===== src/rtl/ex_multicycle_ctrl_if.sv =====
// ---------------------------------------------------------------------------
// ex_multicycle_ctrl_if
// Groups the execute-stage signals exchanged between the pipeline and the
// multi-cycle ALU sequencer.
//
// Signals (driven by the pipeline = master):
//   validE      E stage holds a real instruction
//   alucontrolE ALU opcode in E
//   srcA, srcB  operands
//   flushE      E-stage flush
// Signals (driven by the sequencer = slave):
//   stall       hold PC, IF/ID, ID/EX (combinational)
//   busy        registered, high while iterating
//   done        registered one-cycle result-valid pulse
//   mc_sel      selects result over aluresultE (combinational)
//   result      registered multi-cycle result
// ---------------------------------------------------------------------------
interface ex_multicycle_ctrl_if #(
    parameter int WIDTH = 19
);
    logic             validE;
    logic [4:0]       alucontrolE;
    logic [WIDTH-1:0] srcA;
    logic [WIDTH-1:0] srcB;
    logic             flushE;
    logic             stall;
    logic             busy;
    logic             done;
    logic             mc_sel;
    logic [WIDTH-1:0] result;

    modport master (
        output validE, alucontrolE, srcA, srcB, flushE,
        input  stall, busy, done, mc_sel, result
    );

    modport slave (
        input  validE, alucontrolE, srcA, srcB, flushE,
        output stall, busy, done, mc_sel, result
    );
endinterface


===== src/rtl/ex_multicycle_ctrl.sv =====
// ---------------------------------------------------------------------------
// ex_multicycle_ctrl
// Execute-stage sequencer for MUL / MULH / DIV / REM. Captures the operands
// when a multi-cycle opcode enters E, runs a WIDTH-step shift-add multiplier
// or restoring divider, stalls the front of the pipeline meanwhile, and
// presents the result for one cycle (DONE) for the E->M register.
//
// Ports:
//   clk  clock
//   rst  synchronous, active-low reset
//   bus  ex_multicycle_ctrl_if.slave (validE, alucontrolE, srcA, srcB,
//        flushE in; stall, busy, done, mc_sel, result out)
//
// Optional feature: define MULH_EN to decode OP_MULH as a multi-cycle op
// returning the high half of the product.
// ---------------------------------------------------------------------------
module ex_multicycle_ctrl #(
    parameter int         WIDTH   = 19,
    parameter logic [4:0] OP_MUL  = 5'b01010,
    parameter logic [4:0] OP_DIV  = 5'b01011,
    parameter logic [4:0] OP_REM  = 5'b01100,
    parameter logic [4:0] OP_MULH = 5'b01101
) (
    input logic                 clk,
    input logic                 rst,
    ex_multicycle_ctrl_if.slave bus
);

    typedef enum logic [1:0] {
        IDLE = 2'd0,
        BUSY = 2'd1,
        DONE = 2'd2
    } state_t;

    state_t             state_q, state_d;
    logic [4:0]         cnt_q, cnt_d;
    logic [4:0]         op_q, op_d;
    logic [WIDTH-1:0]   a_q, a_d;
    logic [WIDTH-1:0]   b_q, b_d;
    logic [2*WIDTH-1:0] acc_q, acc_d;
    logic [WIDTH-1:0]   result_q, result_d;
    logic               busy_q, done_q;

    logic               isMc;
    logic               start;
    logic               divZero;
    logic               opIsDiv;
    logic [WIDTH:0]     mulSum;
    logic [WIDTH:0]     remShift;
    logic [WIDTH+1:0]   divDiff;
    logic [2*WIDTH-1:0] stepAcc;
    logic [WIDTH-1:0]   stepA;
    logic [WIDTH-1:0]   stepResult;

    // Decode which opcodes this block takes over from the combinational ALU.
    always_comb begin
        isMc = (bus.alucontrolE == OP_MUL) || (bus.alucontrolE == OP_DIV) ||
               (bus.alucontrolE == OP_REM);
`ifdef MULH_EN
        isMc = isMc || (bus.alucontrolE == OP_MULH);
`else
        isMc = isMc;
`endif
        start   = (state_q == IDLE) && bus.validE && isMc && !bus.flushE;
        divZero = ((bus.alucontrolE == OP_DIV) || (bus.alucontrolE == OP_REM)) &&
                  (bus.srcB == '0);
    end

    // One iteration of either algorithm. The accumulator's upper half holds
    // the running product high part / partial remainder, the lower half
    // collects product low bits / quotient bits. a_q is consumed one bit per
    // step: LSB-first for multiply, MSB-first for divide.
    always_comb begin
        opIsDiv  = (op_q == OP_DIV) || (op_q == OP_REM);
        mulSum   = {1'b0, acc_q[2*WIDTH-1:WIDTH]} + {1'b0, b_q};
        remShift = {acc_q[2*WIDTH-1:WIDTH], a_q[WIDTH-1]};
        divDiff  = {1'b0, remShift} - {2'b00, b_q};
        stepAcc  = acc_q;
        stepA    = a_q;
        if (opIsDiv) begin
            // Restoring step: keep the trial difference only if it did not borrow.
            if (!divDiff[WIDTH+1]) begin
                stepAcc = {divDiff[WIDTH-1:0], acc_q[WIDTH-2:0], 1'b1};
            end else begin
                stepAcc = {remShift[WIDTH-1:0], acc_q[WIDTH-2:0], 1'b0};
            end
            stepA = {a_q[WIDTH-2:0], 1'b0};
        end else begin
            if (a_q[0]) begin
                stepAcc = {mulSum, acc_q[WIDTH-1:1]};
            end else begin
                stepAcc = {1'b0, acc_q[2*WIDTH-1:1]};
            end
            stepA = {1'b0, a_q[WIDTH-1:1]};
        end
        // op_q only ever holds OP_MULH when the decode accepted it.
        if ((op_q == OP_REM) || (op_q == OP_MULH)) begin
            stepResult = stepAcc[2*WIDTH-1:WIDTH];
        end else begin
            stepResult = stepAcc[WIDTH-1:0];
        end
    end

    // Next-state and datapath-load logic for the IDLE/BUSY/DONE sequencer.
    always_comb begin
        state_d  = state_q;
        cnt_d    = cnt_q;
        op_d     = op_q;
        a_d      = a_q;
        b_d      = b_q;
        acc_d    = acc_q;
        result_d = result_q;
        case (state_q)
            IDLE: begin
                if (start) begin
                    a_d   = bus.srcA;
                    b_d   = bus.srcB;
                    op_d  = bus.alucontrolE;
                    acc_d = '0;
                    cnt_d = '0;
                    if (divZero) begin
                        // Divide by zero resolves immediately without iterating.
                        result_d = (bus.alucontrolE == OP_DIV) ? '1 : bus.srcA;
                        state_d  = DONE;
                    end else begin
                        state_d = BUSY;
                    end
                end
            end
            BUSY: begin
                if (bus.flushE) begin
                    state_d = IDLE;
                end else begin
                    acc_d = stepAcc;
                    a_d   = stepA;
                    cnt_d = cnt_q + 5'd1;
                    if (cnt_q == 5'(WIDTH - 1)) begin
                        result_d = stepResult;
                        state_d  = DONE;
                    end
                end
            end
            // DONE never re-checks start, so the op still sitting in E is not reissued.
            DONE:    state_d = IDLE;
            default: state_d = IDLE;
        endcase
    end

    // State and datapath registers with synchronous active-low reset.
    always_ff @(posedge clk) begin
        if (!rst) begin
            state_q  <= IDLE;
            cnt_q    <= '0;
            op_q     <= '0;
            a_q      <= '0;
            b_q      <= '0;
            acc_q    <= '0;
            result_q <= '0;
            busy_q   <= 1'b0;
            done_q   <= 1'b0;
        end else begin
            state_q  <= state_d;
            cnt_q    <= cnt_d;
            op_q     <= op_d;
            a_q      <= a_d;
            b_q      <= b_d;
            acc_q    <= acc_d;
            result_q <= result_d;
            busy_q   <= (state_d == BUSY);
            done_q   <= (state_d == DONE);
        end
    end

    // A flush seen in BUSY releases the stall in that same cycle.
    assign bus.stall  = rst && (start || ((state_q == BUSY) && !bus.flushE));
    assign bus.mc_sel = rst && (state_q == DONE);
    assign bus.busy   = busy_q;
    assign bus.done   = done_q;
    assign bus.result = result_q;

endmodule


===== src/flat_wrapper.sv =====
// flat-port wrapper written by rule: the top's interface ports become plain ports
module ex_multicycle_ctrl_flat 
#(
    parameter int         WIDTH   = 19,
    parameter logic [4:0] OP_MUL  = 5'b01010,
    parameter logic [4:0] OP_DIV  = 5'b01011,
    parameter logic [4:0] OP_REM  = 5'b01100,
    parameter logic [4:0] OP_MULH = 5'b01101
)
  (clk, rst, bus_validE, bus_alucontrolE, bus_srcA, bus_srcB, bus_flushE, bus_stall, bus_busy, bus_done, bus_mc_sel, bus_result);
  ex_multicycle_ctrl_if #(.WIDTH(WIDTH)) bus_i ();
  input logic clk;
  input logic rst;
  input wire logic [$bits(bus_i.validE)-1:0] bus_validE;
  input wire logic [$bits(bus_i.alucontrolE)-1:0] bus_alucontrolE;
  input wire logic [$bits(bus_i.srcA)-1:0] bus_srcA;
  input wire logic [$bits(bus_i.srcB)-1:0] bus_srcB;
  input wire logic [$bits(bus_i.flushE)-1:0] bus_flushE;
  output wire logic [$bits(bus_i.stall)-1:0] bus_stall;
  output wire logic [$bits(bus_i.busy)-1:0] bus_busy;
  output wire logic [$bits(bus_i.done)-1:0] bus_done;
  output wire logic [$bits(bus_i.mc_sel)-1:0] bus_mc_sel;
  output wire logic [$bits(bus_i.result)-1:0] bus_result;
  assign bus_i.validE = bus_validE;
  assign bus_i.alucontrolE = bus_alucontrolE;
  assign bus_i.srcA = bus_srcA;
  assign bus_i.srcB = bus_srcB;
  assign bus_i.flushE = bus_flushE;
  assign bus_stall = bus_i.stall;
  assign bus_busy = bus_i.busy;
  assign bus_done = bus_i.done;
  assign bus_mc_sel = bus_i.mc_sel;
  assign bus_result = bus_i.result;
  ex_multicycle_ctrl #(.WIDTH(WIDTH), .OP_MUL(OP_MUL), .OP_DIV(OP_DIV), .OP_REM(OP_REM), .OP_MULH(OP_MULH)) u_core (.clk(clk), .rst(rst), .bus(bus_i));
endmodule

===== config.mk =====
export PLATFORM = sky130hd
export DESIGN_NAME = ex_multicycle_ctrl_flat
export DESIGN_NICKNAME = d
export VERILOG_FILES = /design/src/rtl/ex_multicycle_ctrl_if.sv /design/src/rtl/ex_multicycle_ctrl.sv /design/src/flat_wrapper.sv
export SDC_FILE = /design/constraint.sdc
export NUM_CORES = 1
export LEC_CHECK = 0
export ABC_AREA = 1
export CORE_MARGIN = 5
export CORE_UTILIZATION = 45
export DETAILED_ROUTE_END_ITERATION = 10
export PLACE_DENSITY = 0.78
export SETUP_SLACK_MARGIN = 0.05
export SYNTH_ARGS = -nofsm -noshare
export SYNTH_HDL_FRONTEND = slang
export SYNTH_SLANG_ARGS = --single-unit

===== constraint.sdc =====
create_clock -name clk -period 2.1 [get_ports clk]
set_input_delay 0.21 -clock clk [delete_from_list [all_inputs] [get_ports clk]]
set_output_delay 0.21 -clock clk [all_outputs]
set_load 0.03 [all_outputs]

==> metrics.txt, run 1 <==
outcome=finished, violations left; failing checks=negative setup slack; Max Clk Rate=417 MHz; via count of the first global-routing pass=8947; CTS buffer count=9; worst setup skew after layout=0.0126 ns; worst setup path category=flip-flop to flip-flop; Req. time, crit path=2.41 ns; number of H-tree branching levels=3; antenna violations before repair=0; Routed wire per std cell=17.0 µm; Synthesized Nets=1379; final count of pins violating max slew=0; area added between synthesis and finish=40.0%; average cell area after synthesis=6.17 µm²; pin count of the biggest net entering global routing=58; antenna-violating nets left=0; worst-path fanout max=6; count of pins on the block boundary=70; effective utilization at floorplan=0.460; global-route congestion overflow total=0; kind of launch point of the worst setup path=flip-flop; CTS tree=built; worst vdd ir=0.415 mV; number of maximum-capacitance violations=0; clk sinks=109; Die Span Y=143 µm; clock transition at the registers of the reported paths=0.09 ns; share of the clock period used by the worst path after layout=1.14; worst endpoint data arrival time=2.71 ns; final std cell area, no fill=0.0111 mm²; flop-to-flop setup slack=-0.30 ns; Fin. Hold Viols=0; latest clock arrival within the worst-skew pair=0.37 ns; synthesized instance count=1290; most common cell in the synthesized netlist=nand2_1; setup repair after global routing missed its margin=yes; ratio of routed vias to standard cells=5.55; Die Wd=143 µm; async set or reset register ratio after synthesis=0; capturing element type of the critical path=flip-flop; number of enable-type register cells in the synthesized netlist=0; cell type with the highest aggregate area in the netlist=dfxtp_1; cells taking the most area after synthesis=dfxtp_1, nand2_1, a21oi_1; Worst Setup Slack, final=-0.298 ns; share of cells above drive strength 1=0.254; destination of the critical timing path=u_core.bus.result[2]$_SDFFE_PN0P_; clock period minus worst slack=2.40 ns; Fillers=1598; Seq/Total Area, Yosys=0.274; core area=0.0173 mm²; GRT Overall Usage=0.283; Setup Viol. Count Final=39; setup total negative slack=-7.76 ns; Hold-fix buffers, CTS=0; DRC violations left=0; number of detailed-route iterations in the first pass=7; first-pass GRT wire length=46.1 mm; register bit count reported by yosys=109; Commonest cells post-synth=nand2_1, a21oi_1, inv_1, o21ai_0, dfxtp_1; slew at the pin closest to its max-slew limit=0.543 ns; Slew Limit Headroom=0.638; final-stage net count=1592; most common flop cell mapped by yosys=dfxtp_1; IO buf count=69; Iteration-0 DRC Markers=1108; CTS Buffer Depth=2; die outline area=0.0204 mm²; routability congestion estimate=1.02; via count=9621; area of the mapped netlist=0.00796 mm²; Placed Area=0.0102 mm²; R2R Path Start=u_core.a_q[18]$_SDFFE_PN0P_; reg-to-reg endpoint=u_core.bus.result[2]$_SDFFE_PN0P_; Netlist cell types=42; number of placement rows=48; total wire length=29.5 mm; power per cell area=413 mW/mm²; estimated wirelength of the detail-placed design=21.6 mm; count of warnings emitted by yosys=0; worst setup path startpoint=u_core.a_q[18]$_SDFFE_PN0P_; cell depth of the worst flop-to-flop path=18; CTS root buf=clkbuf_16; diode count=0; Hold Path Class=input port to flip-flop; Leakage=5.06 nW; share of the synthesized area in the top cell type=0.274
-- worst max-delay path, cell delays in order, from the launching register on --
cell      delay (ns)
dfxtp_2         0.34
inv_2           0.05
ha_4            0.17
fa_2            0.38
inv_2           0.08
nand2_2         0.07
nand3_4         0.07
nand2_2         0.07
inv_2           0.06
nand3b_1        0.14
nand3_4         0.16
nor2_4          0.07
buf_6           0.14
buf_6           0.12
nand2_2         0.04
o211ai_1        0.09
nand2_1         0.09
nand2_1         0.07
a21oi_2         0.13
-- placed cells by master, fill, tap and decap left out, types with 7 or more instances in the layout --
master,synthesis,final
nand2_1,335,283
buf_4,1,174
inv_1,158,154
a21oi_1,174,149
o21ai_0,125,121
dfxtp_1,109,103
nor2_1,84,78
clkdlybuf4s50_1,0,67
nand2_2,15,52
nand3_1,62,42
ha_1,40,33
a21oi_2,6,31
nand3_2,5,19
o21bai_1,19,17
nor3_1,16,16
nand2_4,1,15
nand4_1,15,15
nand3b_1,11,11
inv_2,7,11
buf_6,1,11
clkbuf_16,0,9
nand3_4,1,7
xnor2_1,9,7
o211ai_1,7,7
-- metal layers --
layer  track usage  wire [µm]  vias to the layer above  part of all wire
met5             0          0                        -                 0
met3        0.0499       2560                       90             0.087
met1         0.378      12200                     4395              0.41
met2         0.465      13800                      484              0.47
li1              -          -                     4652                 -
met4        0.0955        939                        0             0.032
-- flip-flops by register name, summed over array words and instances, names as in the netlist --
register	count
u_core.a_q	19
u_core.acc_q	38
u_core.b_q	19
u_core.bus.busy	1
u_core.bus.done	1
u_core.bus.result	19
u_core.cnt_q	5
u_core.op_q	5
u_core.state_q	2
-- through the flow --
step                 util  setup WS (ns)  hold WS [ns]  instances  power, mW
CTS                 0.616         -0.243         0.394       1729       4.55
detailed placement  0.587         -0.333         0.450       1703       2.75
global route        0.644         -0.381         0.417       1733       4.73
global placement    0.587         -0.288         0.445       1703       2.75
finish              0.644         -0.298         0.392       1733       4.60
floorplan               -         0.0121         0.364       1290       2.44
-- kinds of logic after synthesis --
| kind of cell | count (synthesis) | synth area share |
|---|---|---|
| AOI/OAI and AO/OA | 340 | 0.227 |
| adders and majority gates | 42 | 0.0679 |
| xor gates and xnor gates | 12 | 0.0132 |
| and+or+nand+nor | 561 | 0.305 |
| buffers and inverters | 226 | 0.112 |
| DFF | 109 | 0.274 |
-- layout make-up --
cell class / count / area, µm² / share of cell area
clock buffers: 10 / 229 / 0.0205
inverters: 168 / 643 / 0.0577
clock inverters: 6 / 65.1 / 0.00584
flip-flops and latches: 109 / 2190 / 0.196
multi-input cells: 955 / 5500 / 0.493
well taps: 225 / 282 / 0.0253
repair inverters: 1 / 16.3 / 0.00146
repair buffers: 259 / 2220 / 0.199
-- power breakdown --
part           switching [mW]  internal, mW
Sequential             0.0128          2.08
Combinational           0.393         0.308
Clock                   0.953         0.848
-- how the worst min path moves through the flow --
stage	startpoint	endpoint	slack [ns]	depth (start not counted)
final	rst	u_core.a_q[11]$_SDFFE_PN0P_	0.39	4
after detailed placement	u_core.op_q[4]$_SDFFE_PN0P_	u_core.op_q[4]$_SDFFE_PN0P_	0.45	2
after CTS	rst	u_core.a_q[11]$_SDFFE_PN0P_	0.39	4
after floorplan	bus_srcA[18]	u_core.a_q[18]$_SDFFE_PN0P_	0.36	2
after global placement	u_core.op_q[4]$_SDFFE_PN0P_	u_core.op_q[4]$_SDFFE_PN0P_	0.45	2
after global routing	rst	u_core.a_q[2]$_SDFFE_PN0P_	0.42	4
-- timing repair --
item,in CTS,in global routing
setup endpoints to repair,39,39
gates cloned,1,0
setup buffers,9,5
gates resized for setup,41,115
pin swaps,22,50
(Power assumes the default switching activity.)
==> run 2: changes to the inputs <==
--- a/config.mk
+++ b/config.mk
@@ -6,6 +6,7 @@
 export NUM_CORES = 1
 export LEC_CHECK = 0
 export ABC_AREA = 1
+export ABC_CLOCK_PERIOD_IN_PS = 2100
 export CORE_MARGIN = 5
 export CORE_UTILIZATION = 45
 export DETAILED_ROUTE_END_ITERATION = 10
==> results of run 2 <==
Final layout, timing and power as in run 1 (identical DEF).
==> run 3: changes to the inputs <==
--- a/config.mk
+++ b/config.mk
@@ -6,11 +6,12 @@
 export NUM_CORES = 1
 export LEC_CHECK = 0
 export ABC_AREA = 1
-export ABC_CLOCK_PERIOD_IN_PS = 2100
+export ABC_CLOCK_PERIOD_IN_PS = 2800
 export CORE_MARGIN = 5
 export CORE_UTILIZATION = 45
+export CTS_CLUSTER_DIAMETER = 40
 export DETAILED_ROUTE_END_ITERATION = 10
-export PLACE_DENSITY = 0.78
+export PLACE_DENSITY = 0.76
 export SETUP_SLACK_MARGIN = 0.05
 export SYNTH_ARGS = -nofsm -noshare
 export SYNTH_HDL_FRONTEND = slang
==> constraint.sdc (replaced) <==
create_clock -name clk -period 2.8 [get_ports clk]
set_input_delay 0.28 -clock clk [delete_from_list [all_inputs] [get_ports clk]]
set_output_delay 0.28 -clock clk [all_outputs]
set_load 0.03 [all_outputs]
==> run 3 against run 2 <==
Largest cell class unchanged. Highest routed layer unchanged. Fmax decreased by 5.6%. Global-route usage decreased by 3.3 points. Register-to-register slack improved by 0.56 ns. Sequential cell count unchanged. Setup slack improved by 0.56 ns. Via count decreased by 9.6%. Combinational power decreased by 45%. The flow now finishes without violations. Clock skew decreased by 0.0046 ns.
==> metrics.txt, run 3 (synthesized netlist as in run 1, its figures left out) <==
outcome=complete, no violations; routability congestion estimate=0.991 (-3.0%); worst setup path category=flip-flop to flip-flop; Iteration-0 DRC Markers=903 (-19%); Routed wire per std cell=16.4 µm (-3.5%); final standard cell count with taps included and fillers excluded=1565 (-9.7%); CTS root buf=clkbuf_16; number of placement rows=48 (unchanged); latest clock arrival within the worst-skew pair=0.37 ns (about the same); number of H-tree branching levels=3 (unchanged); clock period minus worst slack=2.54 ns (+0.143 ns); IO buf count=69 (unchanged); number of detailed-route iterations in the first pass=7 (unchanged); CTS Buffer Depth=2 (unchanged); clock transition at the registers of the reported paths=0.08 ns (about the same); Die Span Y=143 µm (unchanged); Finished Core Util=0.530 (-0.114); Largest register FFs=38 (unchanged); share of cells above drive strength 1=0.0687 (-0.185); CTS tree=built; final-stage net count=1425 (-10%); antenna violations before repair=0 (unchanged); dpl cells=1549 (-9.0%); Biggest register=u_core.acc_q; pin count of the biggest net entering global routing=58 (unchanged); via count=8694 (-9.6%); power per cell area=354 mW/mm² (-14%); effective utilization at floorplan=0.460 (unchanged); worst-path fanout max=19 (+13); first-pass GRT wire length=41.0 mm (-11%); global-route congestion overflow total=0 (unchanged); Worst Setup Slack, final=0.259 ns (+0.557 ns); longest individual stage delay on the worst path=0.36 ns (-0.02 ns); diode count=0 (unchanged); slew at the pin closest to its max-slew limit=0.928 ns (+0.385 ns); worst setup skew after layout=0.00799 ns (-0.00456 ns); clk sinks=109 (unchanged); CP max stage cell=fa_2; leading cell type in the layout, fill and taps excluded=nand2_1; area added between synthesis and finish=15.3%; setup total negative slack=0 ns (+7.76 ns); total wire length=25.7 mm (-13%); Fin. Hold Viols=0 (unchanged); final count of pins violating max slew=0 (unchanged); antenna-violating nets left=0 (unchanged); via count of the first global-routing pass=8071 (-9.8%); Hold Path Class=input port to flip-flop; CTS buffer count=9 (unchanged); most used cells in the layout excluding fill and tap cells=nand2_1, a21oi_1, inv_1; share of the clock period used by the worst path after layout=0.908 (-0.234); number of maximum-capacitance violations=0 (unchanged); pre-CTS worst setup slack=0.0504 ns (+0.383 ns); ratio of routed vias to standard cells=5.56 (about the same); count of pins on the block boundary=70 (unchanged); Setup Viol. Count Final=0 (-100%); capturing element type of the critical path=flip-flop; core area=0.0173 mm² (unchanged); Die Wd=143 µm (unchanged); worst endpoint data arrival time=2.84 ns (+0.13 ns); Hold-fix buffers, CTS=0 (unchanged); smallest hold slack=0.436 ns (+0.0435 ns); worst vdd ir=0.282 mV (-32%); CP cell instances=inv_1 -> ha_1 -> fa_2 -> inv_1 -> nand2_1 -> nand3_1 -> nand2_2 -> inv_1 -> nand3b_1 -> nand3_4 -> nor2_4 -> buf_12 -> nand2_1 -> nand3_1 -> nand2_1 -> nand3_2 -> a21oi_2; die outline area=0.0204 mm² (unchanged); GRT Overall Usage=0.250 (-0.0333); Slew Limit Headroom=0.376 (-0.262); setup repair after global routing missed its margin=no; DRC violations left=0 (unchanged); Leakage=4.06 nW (-20%); estimated wirelength of the detail-placed design=19.2 mm (-11%); kind of launch point of the worst setup path=flip-flop; Max Clk Rate=394 MHz (-5.6%); Req. time, crit path=3.10 ns (+0.69 ns)
-- run 3: area by class of cell --
type	count	area [µm²]
timing repair buffer	93	876
fill	1753	8120
multi-input combinational	955	4920
clock inverter	6	52.6
clock buffer	9	225
sequential	109	2180
tap	225	282
inverter	168	638
-- run 3: per-layer routing --
layer	track usage	wire length [µm]	up-vias
li1	-	-	4313
met1	0.346	11400	3965
met2	0.400	11500	362
met3	0.0378	1990	54
met4	0.0825	762	0
met5	0	0	-
-- run 3: worst paths after layout --
| check | start | endpoint | slack, ns | depth (start not counted) |
|---|---|---|---|---|
| hold / removal | rst | u_core.op_q[4]$_SDFFE_PN0P_ | 0.44 | 3 |
| setup / recovery | u_core.a_q[18]$_SDFFE_PN0P_ | u_core.bus.result[3]$_SDFFE_PN0P_ | 0.26 | 17 |
| hold reg to reg | u_core.op_q[4]$_SDFFE_PN0P_ | u_core.op_q[4]$_SDFFE_PN0P_ | 0.46 | 2 |
| setup reg to reg | u_core.a_q[18]$_SDFFE_PN0P_ | u_core.bus.result[3]$_SDFFE_PN0P_ | 0.26 | 17 |
-- run 3: what timing repair did --
| action | 4_1_cts | 5_1_grt |
|---|---|---|
| setup buffers | 0 | 1 |
| gates resized for setup | 0 | 6 |
| setup endpoints to repair | 0 | 9 |
-- run 3: critical path: cells and delay by family, from the launching register on --
family          cells  cell delay [ns]
simple gates       10             0.96
fa+ha+maj           2             0.58
buf+inv             4             0.43
flops               1             0.33
compound gates      1             0.17
-- run 3: metrics by stage --
step,area [µm²],power [mW]
floorplan,7960,1.82
global placement,8860,1.97
detailed placement,8860,1.97
CTS,9140,3.25
global route,9180,3.36
finish,9180,3.24
-- run 3: power by group --
group / leakage, nW / internal [mW] / total (mW) / switching (mW)
Sequential: 0.879 / 1.56 / 1.57 / 0.00976
Clock: 0.141 / 0.620 / 1.29 / 0.668
Combinational: 3.04 / 0.152 / 0.383 / 0.231
